`config.mk`:
```
export PLATFORM = sky130hd
export DESIGN_NAME = id_ex_issue_flat
export DESIGN_NICKNAME = d
export VERILOG_FILES = /design/src/rtl/id_ex_issue_pkg.sv /design/src/rtl/id_ex_issue_if.sv /design/src/rtl/id_ex_issue_alu_control_decode.sv /design/src/rtl/id_ex_issue.sv /design/src/flat_wrapper.sv
export SDC_FILE = /design/constraint.sdc
export NUM_CORES = 1
export LEC_CHECK = 0
export BUFFER_PORTS_ARGS = -buffer_cell sky130_fd_sc_hd__buf_4
export CAP_MARGIN = 20
export CELL_PAD_IN_SITES_DETAIL_PLACEMENT = 0
export CELL_PAD_IN_SITES_GLOBAL_PLACEMENT = 2
export CORE_ASPECT_RATIO = 1.75
export CORE_MARGIN = 4
export CORE_UTILIZATION = 29
export DETAILED_ROUTE_END_ITERATION = 10
export GPL_TIMING_DRIVEN = 0
export PLACE_DENSITY = 0.77
export SKIP_LAST_GASP = 1
export SLEW_MARGIN = 20
export SYNTH_ARGS = -nofsm -noshare
export SYNTH_HDL_FRONTEND = slang
export SYNTH_SLANG_ARGS = --single-unit
export TNS_END_PERCENT = 10
```
`constraint.sdc`:
```
create_clock -name Clk -period 2.7 [get_ports Clk]
set_input_delay 0 -clock Clk [delete_from_list [all_inputs] [get_ports Clk]]
set_output_delay 0 -clock Clk [all_outputs]
set_load 0.01 [all_outputs]
```
`src/rtl/id_ex_issue_pkg.sv`:
```
// rtl/id_ex_issue_pkg.sv - shared ALU encodings and operand forwarding helper
//
// Purpose: constants shared by the ID/EX issue stage, the EX ALU and the main
//          decoder, plus the operand-forwarding selection function.
// Contents:
//   ALU_* : 4-bit ALU control codes driven into the EX ALU
//   alu_op_e : 2-bit ALU_Op encoding from the main decoder
//   FUNCT_* : R-type funct values understood by the ALU control decode
//   fwd_operand : MEM-over-WB bypass selection for one register operand
package id_ex_issue_pkg;

  localparam logic [3:0] ALU_AND = 4'b0000;
  localparam logic [3:0] ALU_OR  = 4'b0001;
  localparam logic [3:0] ALU_ADD = 4'b0010;
  localparam logic [3:0] ALU_SUB = 4'b0110;
  localparam logic [3:0] ALU_SLT = 4'b0111;

  typedef enum logic [1:0] {
    ALUOP_ADD   = 2'b00,
    ALUOP_SUB   = 2'b01,
    ALUOP_FUNCT = 2'b10,
    ALUOP_OR    = 2'b11
  } alu_op_e;

  localparam logic [5:0] FUNCT_ADD = 6'b100000;
  localparam logic [5:0] FUNCT_SUB = 6'b100010;
  localparam logic [5:0] FUNCT_AND = 6'b100100;
  localparam logic [5:0] FUNCT_OR  = 6'b100101;
  localparam logic [5:0] FUNCT_SLT = 6'b101010;

  // The younger result (MEM) wins over WB; $0 is never bypassed because a
  // writer index of 0 never qualifies.
  function automatic logic [31:0] fwd_operand(
    input logic [31:0] reg_val,
    input logic [4:0]  idx,
    input logic        mem_we,
    input logic [4:0]  mem_idx,
    input logic [31:0] mem_val,
    input logic        wb_we,
    input logic [4:0]  wb_idx,
    input logic [31:0] wb_val
  );
    logic [31:0] v;
    v = reg_val;
    if (mem_we && (mem_idx != 5'd0) && (mem_idx == idx)) begin
      v = mem_val;
    end else if (wb_we && (wb_idx != 5'd0) && (wb_idx == idx)) begin
      v = wb_val;
    end
    return v;
  endfunction

endpackage

```
`src/rtl/id_ex_issue_if.sv`:
```
// rtl/id_ex_issue_if.sv - ID-side inputs and EX-side ALU outputs of the issue stage
//
// Purpose: bundles the ID/EX issue stage signals (optional MEM/WB bypass
//          inputs exist only when FORWARDING_EN is defined).
// Modports:
//   master : the issue stage (consumes ID fields, drives EX operands/controls)
//   slave  : the surrounding pipeline (drives ID fields, consumes EX side)
interface id_ex_issue_if;
  import id_ex_issue_pkg::*;

  logic        Valid_ID;
  logic        Ready_ID;
  logic [31:0] Read_Data_1_ID;
  logic [31:0] Read_Data_2_ID;
  logic [31:0] Sign_Ext_Imm_ID;
  logic [4:0]  Rs_ID;
  logic [4:0]  Rt_ID;
  logic [4:0]  Rd_ID;
  logic [1:0]  ALU_Op_ID;
  logic [5:0]  Funct_ID;
  logic        ALU_Src_ID;
  logic        Reg_Dst_ID;
  logic        Mem_Read_ID;
  logic        Reg_Write_ID;
  logic        Flush_EX;

  logic [31:0] Read_Data_1_EX;
  logic [31:0] ALU_Data_2_EX;
  logic [3:0]  ALU_Control_EX;
  logic [4:0]  Write_Reg_EX;
  logic        Mem_Read_EX;
  logic        Reg_Write_EX;
  logic        Valid_EX;
  logic        Illegal_EX;
  logic [15:0] Bubble_Count;

`ifdef FORWARDING_EN
  logic [31:0] ALU_Result_MEM;
  logic [4:0]  Write_Reg_MEM;
  logic        Reg_Write_MEM;
  logic [31:0] Write_Data_WB;
  logic [4:0]  Write_Reg_WB;
  logic        Reg_Write_WB;
`endif

  modport master (
`ifdef FORWARDING_EN
    input  ALU_Result_MEM, Write_Reg_MEM, Reg_Write_MEM,
    input  Write_Data_WB, Write_Reg_WB, Reg_Write_WB,
`endif
    input  Valid_ID, Read_Data_1_ID, Read_Data_2_ID, Sign_Ext_Imm_ID,
    input  Rs_ID, Rt_ID, Rd_ID, ALU_Op_ID, Funct_ID,
    input  ALU_Src_ID, Reg_Dst_ID, Mem_Read_ID, Reg_Write_ID, Flush_EX,
    output Ready_ID,
    output Read_Data_1_EX, ALU_Data_2_EX, ALU_Control_EX, Write_Reg_EX,
    output Mem_Read_EX, Reg_Write_EX, Valid_EX, Illegal_EX, Bubble_Count
  );

  modport slave (
`ifdef FORWARDING_EN
    output ALU_Result_MEM, Write_Reg_MEM, Reg_Write_MEM,
    output Write_Data_WB, Write_Reg_WB, Reg_Write_WB,
`endif
    output Valid_ID, Read_Data_1_ID, Read_Data_2_ID, Sign_Ext_Imm_ID,
    output Rs_ID, Rt_ID, Rd_ID, ALU_Op_ID, Funct_ID,
    output ALU_Src_ID, Reg_Dst_ID, Mem_Read_ID, Reg_Write_ID, Flush_EX,
    input  Ready_ID,
    input  Read_Data_1_EX, ALU_Data_2_EX, ALU_Control_EX, Write_Reg_EX,
    input  Mem_Read_EX, Reg_Write_EX, Valid_EX, Illegal_EX, Bubble_Count
  );

endinterface

```
`src/rtl/id_ex_issue_alu_control_decode.sv`:
```
// rtl/id_ex_issue_alu_control_decode.sv - ALU_Op/funct to 4-bit ALU control
//
// Purpose: combinational ALU control decode.
// Ports:
//   i_alu_op   in  2  ALU_Op from the main decoder
//   i_funct    in  6  R-type funct field
//   o_alu_ctrl out 4  ALU control code (ADD for unknown funct)
//   o_illegal  out 1  ALU_Op selects funct decode but funct is not supported
module alu_control_decode
  import id_ex_issue_pkg::*;
(
  input  logic [1:0] i_alu_op,
  input  logic [5:0] i_funct,
  output logic [3:0] o_alu_ctrl,
  output logic       o_illegal
);

  always_comb begin
    o_alu_ctrl = ALU_ADD;
    o_illegal  = 1'b0;
    case (alu_op_e'(i_alu_op))
      ALUOP_ADD: o_alu_ctrl = ALU_ADD;
      ALUOP_SUB: o_alu_ctrl = ALU_SUB;
      ALUOP_OR:  o_alu_ctrl = ALU_OR;
      ALUOP_FUNCT: begin
        case (i_funct)
          FUNCT_ADD: o_alu_ctrl = ALU_ADD;
          FUNCT_SUB: o_alu_ctrl = ALU_SUB;
          FUNCT_AND: o_alu_ctrl = ALU_AND;
          FUNCT_OR:  o_alu_ctrl = ALU_OR;
          FUNCT_SLT: o_alu_ctrl = ALU_SLT;
          default:   o_illegal  = 1'b1;
        endcase
      end
      default: o_alu_ctrl = ALU_ADD;
    endcase
  end

endmodule

```
`src/rtl/id_ex_issue.sv`:
```
// rtl/id_ex_issue.sv - MIPS32 ID/EX issue stage with load-use stall and flush
//
// Purpose: registers the decoded instruction into EX, generates the ALU
//          control code, selects the second ALU operand, stalls ID on a
//          load-use hazard and squashes on Flush_EX. Optional MEM/WB operand
//          bypass is built when FORWARDING_EN is defined.
// Ports:
//   Clk     in  rising-edge clock
//   Reset_n in  asynchronous active-low reset
//   bus     id_ex_issue_if.master: ID fields, Flush_EX, Ready_ID, EX outputs,
//           Bubble_Count and (FORWARDING_EN) the MEM/WB bypass inputs
module id_ex_issue
  import id_ex_issue_pkg::*;
(
  input logic           Clk,
  input logic           Reset_n,
  id_ex_issue_if.master bus
);

  logic        r_valid;
  logic        r_mem_read;
  logic        r_reg_write;
  logic        r_illegal;
  logic [3:0]  r_alu_ctrl;
  logic [4:0]  r_write_reg;
  logic [31:0] r_rd1;
  logic [31:0] r_rd2;
  logic [31:0] r_imm;
  logic        r_alu_src;
  logic [15:0] r_bubble_count;

  logic        w_hazard;
  logic        w_take;
  logic [3:0]  w_alu_ctrl;
  logic        w_illegal;
  logic [31:0] w_rs_val;
  logic [31:0] w_rt_val;

  alu_control_decode u_alu_control_decode (
    .i_alu_op   (bus.ALU_Op_ID),
    .i_funct    (bus.Funct_ID),
    .o_alu_ctrl (w_alu_ctrl),
    .o_illegal  (w_illegal)
  );

  // A load in EX whose result the ID instruction reads; rt only counts when
  // it is used as a register operand (not replaced by the immediate).
  assign w_hazard = r_valid && r_mem_read && (r_write_reg != 5'd0) &&
                    ((r_write_reg == bus.Rs_ID) ||
                     ((r_write_reg == bus.Rt_ID) && !bus.ALU_Src_ID));

  // A flushed ID instruction is discarded anyway, so there is nothing to hold.
  assign bus.Ready_ID = !w_hazard || bus.Flush_EX;

  // Capture only when no flush, no hazard and ID is valid; otherwise a bubble.
  assign w_take = bus.Valid_ID && !bus.Flush_EX && !w_hazard;

  always_ff @(posedge Clk or negedge Reset_n) begin
    if (!Reset_n) begin
      r_valid        <= 1'b0;
      r_mem_read     <= 1'b0;
      r_reg_write    <= 1'b0;
      r_illegal      <= 1'b0;
      r_alu_ctrl     <= ALU_ADD;
      r_write_reg    <= 5'd0;
      r_rd1          <= 32'd0;
      r_rd2          <= 32'd0;
      r_imm          <= 32'd0;
      r_alu_src      <= 1'b0;
      r_bubble_count <= 16'd0;
    end else begin
      r_valid     <= w_take;
      r_mem_read  <= w_take && bus.Mem_Read_ID;
      r_reg_write <= w_take && bus.Reg_Write_ID && !w_illegal;
      r_illegal   <= w_take && w_illegal;
      r_alu_ctrl  <= w_take ? w_alu_ctrl : ALU_ADD;
      r_write_reg <= !w_take ? 5'd0 : (bus.Reg_Dst_ID ? bus.Rd_ID : bus.Rt_ID);
      r_rd1       <= w_take ? bus.Read_Data_1_ID : 32'd0;
      r_rd2       <= w_take ? bus.Read_Data_2_ID : 32'd0;
      r_imm       <= w_take ? bus.Sign_Ext_Imm_ID : 32'd0;
      r_alu_src   <= w_take && bus.ALU_Src_ID;
      // Flush has priority, so a flushed hazard is not a counted stall.
      if (!bus.Flush_EX && w_hazard && (r_bubble_count != 16'hFFFF)) begin
        r_bubble_count <= r_bubble_count + 16'd1;
      end
    end
  end

`ifdef FORWARDING_EN
  // Source indices are only needed to match against the MEM/WB writers.
  logic [4:0] r_rs;
  logic [4:0] r_rt;

  always_ff @(posedge Clk or negedge Reset_n) begin
    if (!Reset_n) begin
      r_rs <= 5'd0;
      r_rt <= 5'd0;
    end else begin
      r_rs <= w_take ? bus.Rs_ID : 5'd0;
      r_rt <= w_take ? bus.Rt_ID : 5'd0;
    end
  end

  assign w_rs_val = fwd_operand(r_rd1, r_rs,
                                bus.Reg_Write_MEM, bus.Write_Reg_MEM, bus.ALU_Result_MEM,
                                bus.Reg_Write_WB, bus.Write_Reg_WB, bus.Write_Data_WB);
  assign w_rt_val = fwd_operand(r_rd2, r_rt,
                                bus.Reg_Write_MEM, bus.Write_Reg_MEM, bus.ALU_Result_MEM,
                                bus.Reg_Write_WB, bus.Write_Reg_WB, bus.Write_Data_WB);
`else
  assign w_rs_val = r_rd1;
  assign w_rt_val = r_rd2;
`endif

  assign bus.Read_Data_1_EX = w_rs_val;
  assign bus.ALU_Data_2_EX  = r_alu_src ? r_imm : w_rt_val;
  assign bus.ALU_Control_EX = r_alu_ctrl;
  assign bus.Write_Reg_EX   = r_write_reg;
  assign bus.Mem_Read_EX    = r_mem_read;
  assign bus.Reg_Write_EX   = r_reg_write;
  assign bus.Valid_EX       = r_valid;
  assign bus.Illegal_EX     = r_illegal;
  assign bus.Bubble_Count   = r_bubble_count;

endmodule

```
`src/flat_wrapper.sv`:
```
// flat-port wrapper written by rule: the top's interface ports become plain ports
module id_ex_issue_flat import id_ex_issue_pkg::*;
  (Clk, Reset_n, bus_Valid_ID, bus_Read_Data_1_ID, bus_Read_Data_2_ID, bus_Sign_Ext_Imm_ID, bus_Rs_ID, bus_Rt_ID, bus_Rd_ID, bus_ALU_Op_ID, bus_Funct_ID, bus_ALU_Src_ID, bus_Reg_Dst_ID, bus_Mem_Read_ID, bus_Reg_Write_ID, bus_Flush_EX, bus_Ready_ID, bus_Read_Data_1_EX, bus_ALU_Data_2_EX, bus_ALU_Control_EX, bus_Write_Reg_EX, bus_Mem_Read_EX, bus_Reg_Write_EX, bus_Valid_EX, bus_Illegal_EX, bus_Bubble_Count);
  id_ex_issue_if bus_i ();
  input logic Clk;
  input logic Reset_n;
  input wire logic [$bits(bus_i.Valid_ID)-1:0] bus_Valid_ID;
  input wire logic [$bits(bus_i.Read_Data_1_ID)-1:0] bus_Read_Data_1_ID;
  input wire logic [$bits(bus_i.Read_Data_2_ID)-1:0] bus_Read_Data_2_ID;
  input wire logic [$bits(bus_i.Sign_Ext_Imm_ID)-1:0] bus_Sign_Ext_Imm_ID;
  input wire logic [$bits(bus_i.Rs_ID)-1:0] bus_Rs_ID;
  input wire logic [$bits(bus_i.Rt_ID)-1:0] bus_Rt_ID;
  input wire logic [$bits(bus_i.Rd_ID)-1:0] bus_Rd_ID;
  input wire logic [$bits(bus_i.ALU_Op_ID)-1:0] bus_ALU_Op_ID;
  input wire logic [$bits(bus_i.Funct_ID)-1:0] bus_Funct_ID;
  input wire logic [$bits(bus_i.ALU_Src_ID)-1:0] bus_ALU_Src_ID;
  input wire logic [$bits(bus_i.Reg_Dst_ID)-1:0] bus_Reg_Dst_ID;
  input wire logic [$bits(bus_i.Mem_Read_ID)-1:0] bus_Mem_Read_ID;
  input wire logic [$bits(bus_i.Reg_Write_ID)-1:0] bus_Reg_Write_ID;
  input wire logic [$bits(bus_i.Flush_EX)-1:0] bus_Flush_EX;
  output wire logic [$bits(bus_i.Ready_ID)-1:0] bus_Ready_ID;
  output wire logic [$bits(bus_i.Read_Data_1_EX)-1:0] bus_Read_Data_1_EX;
  output wire logic [$bits(bus_i.ALU_Data_2_EX)-1:0] bus_ALU_Data_2_EX;
  output wire logic [$bits(bus_i.ALU_Control_EX)-1:0] bus_ALU_Control_EX;
  output wire logic [$bits(bus_i.Write_Reg_EX)-1:0] bus_Write_Reg_EX;
  output wire logic [$bits(bus_i.Mem_Read_EX)-1:0] bus_Mem_Read_EX;
  output wire logic [$bits(bus_i.Reg_Write_EX)-1:0] bus_Reg_Write_EX;
  output wire logic [$bits(bus_i.Valid_EX)-1:0] bus_Valid_EX;
  output wire logic [$bits(bus_i.Illegal_EX)-1:0] bus_Illegal_EX;
  output wire logic [$bits(bus_i.Bubble_Count)-1:0] bus_Bubble_Count;
  assign bus_i.Valid_ID = bus_Valid_ID;
  assign bus_i.Read_Data_1_ID = bus_Read_Data_1_ID;
  assign bus_i.Read_Data_2_ID = bus_Read_Data_2_ID;
  assign bus_i.Sign_Ext_Imm_ID = bus_Sign_Ext_Imm_ID;
  assign bus_i.Rs_ID = bus_Rs_ID;
  assign bus_i.Rt_ID = bus_Rt_ID;
  assign bus_i.Rd_ID = bus_Rd_ID;
  assign bus_i.ALU_Op_ID = bus_ALU_Op_ID;
  assign bus_i.Funct_ID = bus_Funct_ID;
  assign bus_i.ALU_Src_ID = bus_ALU_Src_ID;
  assign bus_i.Reg_Dst_ID = bus_Reg_Dst_ID;
  assign bus_i.Mem_Read_ID = bus_Mem_Read_ID;
  assign bus_i.Reg_Write_ID = bus_Reg_Write_ID;
  assign bus_i.Flush_EX = bus_Flush_EX;
  assign bus_Ready_ID = bus_i.Ready_ID;
  assign bus_Read_Data_1_EX = bus_i.Read_Data_1_EX;
  assign bus_ALU_Data_2_EX = bus_i.ALU_Data_2_EX;
  assign bus_ALU_Control_EX = bus_i.ALU_Control_EX;
  assign bus_Write_Reg_EX = bus_i.Write_Reg_EX;
  assign bus_Mem_Read_EX = bus_i.Mem_Read_EX;
  assign bus_Reg_Write_EX = bus_i.Reg_Write_EX;
  assign bus_Valid_EX = bus_i.Valid_EX;
  assign bus_Illegal_EX = bus_i.Illegal_EX;
  assign bus_Bubble_Count = bus_i.Bubble_Count;
  id_ex_issue u_core (.Clk(Clk), .Reset_n(Reset_n), .bus(bus_i));
endmodule
```
==> summary.txt <==
Status
  • Status: finished, final reports clean

Routing
  • Post-route ant nets: 0
  • Drt drc: 0
  • WL/cell: 15.53 µm
  • DRT Pass-1 Iters: 5
  • Total wire length: between 15000 and 20000 µm
  • Drt via density: 4.242
  • Vias post-DR: 4144
  • DRT iter0 DRCs: 62

Pwr
  • Worst VDD drop: 357.7 µV
  • PwrDens: around 560 mW/mm²
  • Internal power: 3.812 mW
  • LEAKAGE: around 4.3 nW
  • Comb pwr share: 12.2%
  • Sw frac: 22.83%
  • Sequential Power Share: 39.6%
  • Clock power frac: between 40 and 50%
  • Psw: 1.128 mW

Yosys
  • Synth area leader: dfrtp_1
  • Avg Cell Area, Syn: about 13 µm²
  • Synth top area share: 61.89%
  • Distinct cells, synth: 42
  • Net Count, Synth: about 500
  • Syn Inst Count: 382
  • Flop and latch count out of synthesis: between 100 and 150
  • Synth area leaders: dfrtp_1 62%, and2_1 12%, mux2_2 7.9%
  • Syn Std Cell Area: 0.005014 mm²
  • Synth Warn #: 0
  • Sequential share of the synthesized area: a little over three fifths

Finish
  • N_diodes: 0
  • Commonest non-fill, non-tap cell in the layout: buf_4
  • Fin util: around half
  • Post-route cell area: 0.008758 mm²
  • Area delta synth->final: 74.69%
  • NumNets Final: 865
  • Share of cells above drive strength 1: 40.53%
  • FILL cells: 1493
  • Most frequent cells in the layout: 219 x buf_4, 124 x dfrtp_1, 117 x dlygate4sd3_1

Timing
  • Setup tns final: 0 ns
  • Unrepaired setup endpoints after global routing: false
  • Max Slew Vio Count: 0
  • Fin crit share: between 90% and 100%
  • Min cycle time layout: 2.448 ns
  • Least-Margin Pin Slew: 0.6624 ns
  • Final setup viols: 0
  • Clk_skew: 0.01502 ns
  • Final hold viol count: 0
  • Hold WS: 0.04583 ns
  • Slew headroom: 55.84%
  • F_max: 0.4085 GHz

Worst setup path
  • CP startpoint: u_core.bus.Write_Reg_EX[0]
  • CP cell instances: xnor2_1 > nand4_1 > o32ai_2 > clkbuf_1 > nand3b_1 > buf_4
  • CP endpoint kind: output port
  • Req. time, crit path: around 2.7 ns
  • Crit-path slowest cell: o32ai_2
  • CP startpoint kind: flip-flop
  • Reg-to-reg startpoint: u_core.bus.Write_Reg_EX[0]
  • Crit path max-delay family: compound AO/OA/AOI/OAI gates
  • R2R cell count: 9
  • Worst Path Class, Setup: reg2out
  • Critical path peak fanout: 10
  • CP Capture Point: bus_Ready_ID
  • RR Endpoint: u_core.r_imm[10]
  • Flop2flop setup slack: 0.34 ns
  • Worst Path Buf+Inv: 2
  • CP arrival: roughly 2.5 ns
  • Worst path depth: 6
  • CP peak stage delay: roughly 0.58 ns

Placed design
  • Placer Congestion: roughly 0.8
  • Post-DP Area: 0.006965 mm²
  • DP Wirelength: 11050 µm
  • I/O Buffers: 218

Die
  • Die width: 107.4 µm
  • I/O pins: 221
  • Starting density of the core: between 20 and 30%
  • Chip height: 181.9 µm
  • Row count: 63
  • DIE AREA: 0.01954 mm²
  • Core area: 0.01695 mm²

Clock network
  • Setup Buffers After CTS: 0
  • Clk Latency, worst-skew pair: 0.41 ns
  • TritonCTS Buffers: 17
  • H-tree levels: 4
  • Clk root buf: clkbuf_16
  • Clock Sinks: 125
  • CTS tree: done
  • CTS Buffer Depth: 2
  • CTS clk-pin slew, worst paths: 0.06 ns

Global routing
  • First-pass GRT wire length: 24650 µm
  • Total global-route track usage: 16.23%
  • Vias in the first global route: 4913
  • Total grt overflow: 0
  • Initial antenna violation count: 0
  • Largest net degree at the start of global routing: 71

Job
  • Maxcap violations: 0

Min path
  • HP Class: in2reg
==> layer usage <==
metal | wire [µm] | global-route usage [%]
met4 | 359 | 6.421
met2 | 8699 | 30.93
met3 | 929 | 5.443
met1 | 5180 | 15.60
met5 | 0 | 0
==> Yosys cell counts <==
| cell type | n |
|---|---|
| dfrtp_1 | 124 |
| and2_1 | 98 |
| mux2_2 | 35 |
| xnor2_1 | 23 |
| nand3_1 | 17 |
| nor2_1 | 10 |
| buf_6 | 9 |
| mux2i_1 | 5 |
| nand2_1 | 5 |
| nand4_1 | 5 |
| buf_1 | 4 |
| clkbuf_1 | 4 |
| nor3b_1 | 4 |
| a21oi_1 | 2 |
| and3_1 | 2 |
| buf_4 | 2 |
| inv_1 | 2 |
| nand3b_1 | 2 |
| nor2b_1 | 2 |
| nor3_1 | 2 |
| nor4_1 | 2 |
| nor4b_1 | 2 |
| o21ai_0 | 2 |
| a211o_1 | 1 |
| a31o_2 | 1 |
| a32o_1 | 1 |
| and4b_1 | 1 |
| buf_12 | 1 |
| buf_2 | 1 |
| clkinv_2 | 1 |
| conb_1 | 1 |
| dfstp_2 | 1 |
| ha_1 | 1 |
| nand2b_1 | 1 |
| nand4b_1 | 1 |
| nand4bb_1 | 1 |
| o311a_1 | 1 |
| o32ai_2 | 1 |
| o41a_1 | 1 |
| or2_2 | 1 |
| or3_1 | 1 |
| xor2_1 | 1 |
==> tightest hold or removal path: cells and delay by family <==
kind / cells / cell delay (ns)
AO/OA/AOI/OAI: 1 / 0.10
buffers and inverters: 1 / 0.09
multiplexers: 1 / 0.13
AND/OR/NAND/NOR: 1 / 0.09
==> layout make-up <==
type,instances,area (µm²),area share (%)
clock buffers,18,439.2,5.014
well taps,227,284.0,3.243
flip-flops and latches,125,3129,35.73
multi-input cells,233,1700,19.41
repair buffers,336,2839,32.41
clock inverters,14,182.7,2.086
inverters,3,12.51,0.1429
plain buffers,21,171.4,1.957
==> cells by family (layout without fill, tap and decap cells) <==
group / count (synthesis) / in the layout / synth area share, %
DFF: 125 / 125 / 62.42
xor gates and xnor gates: 24 / 24 / 4.193
AOI/OAI and AO/OA: 10 / 10 / 1.697
muxes: 40 / 40 / 8.860
and+or+nand+nor: 157 / 157 / 18.84
buffers and inverters: 24 / 392 / 3.668
other: 1 / 1 / 0.07480
adders and majority gates: 1 / 1 / 0.2495
==> worst min-delay path by stage <==
stage                          start                             to  slack [ns]  cells past startpoint
CTS                  bus_Funct_ID[0]          u_core.bus.Illegal_EX        0.03                      4
finish               bus_Funct_ID[0]          u_core.bus.Illegal_EX        0.05                      4
floorplan                    Reset_n   u_core.bus.ALU_Control_EX[0]       -0.30                      0
global placement    bus_ALU_Op_ID[1]   u_core.bus.ALU_Control_EX[1]        0.19                      2
detailed placement           Reset_n  u_core.bus.Read_Data_1_EX[10]        0.05                      1
global route         bus_Funct_ID[3]   u_core.bus.ALU_Control_EX[1]        0.08                      4
==> registers in the layout (all words and copies together), names as in the netlist, 3 cells and up <==
signal,count
u_core.bus.Read_Data_1_EX,32
u_core.bus.Write_Reg_EX,5
u_core.r_rd2,32
u_core.r_imm,32
u_core.bus.Bubble_Count,16
u_core.bus.ALU_Control_EX,3
==> per-stage QoR <==
step           cells  power (mW)  setup WS, ns
5_1_grt          977       5.157       0.03418
2_1_floorplan    382       2.156        0.6575
6_report         977       4.940        0.2522
4_1_cts          977       5.020        0.2488
3_3_place_gp     827       2.447        0.3426
3_5_place_dp     828       2.462        0.3299
==> power by group through the flow <==
| stage | combinational (mW) | clock, mW | sequential (mW) |
|---|---|---|---|
| final | 0.604 | 2.38 | 1.96 |
| after global routing | 0.661 | 2.53 | 1.96 |
| after CTS | 0.614 | 2.45 | 1.96 |
| after detailed placement | 0.470 | 0 | 1.99 |
| after global placement | 0.457 | 0 | 1.99 |
| after floorplan | 0.156 | 0 | 2.00 |
==> repair_timing <==
action                    in CTS  in global routing
hold buffers                 117                  0
hold endpoints to repair     179                  0
gates resized for setup        0                  0
Power figures use the tool's default switching activity.
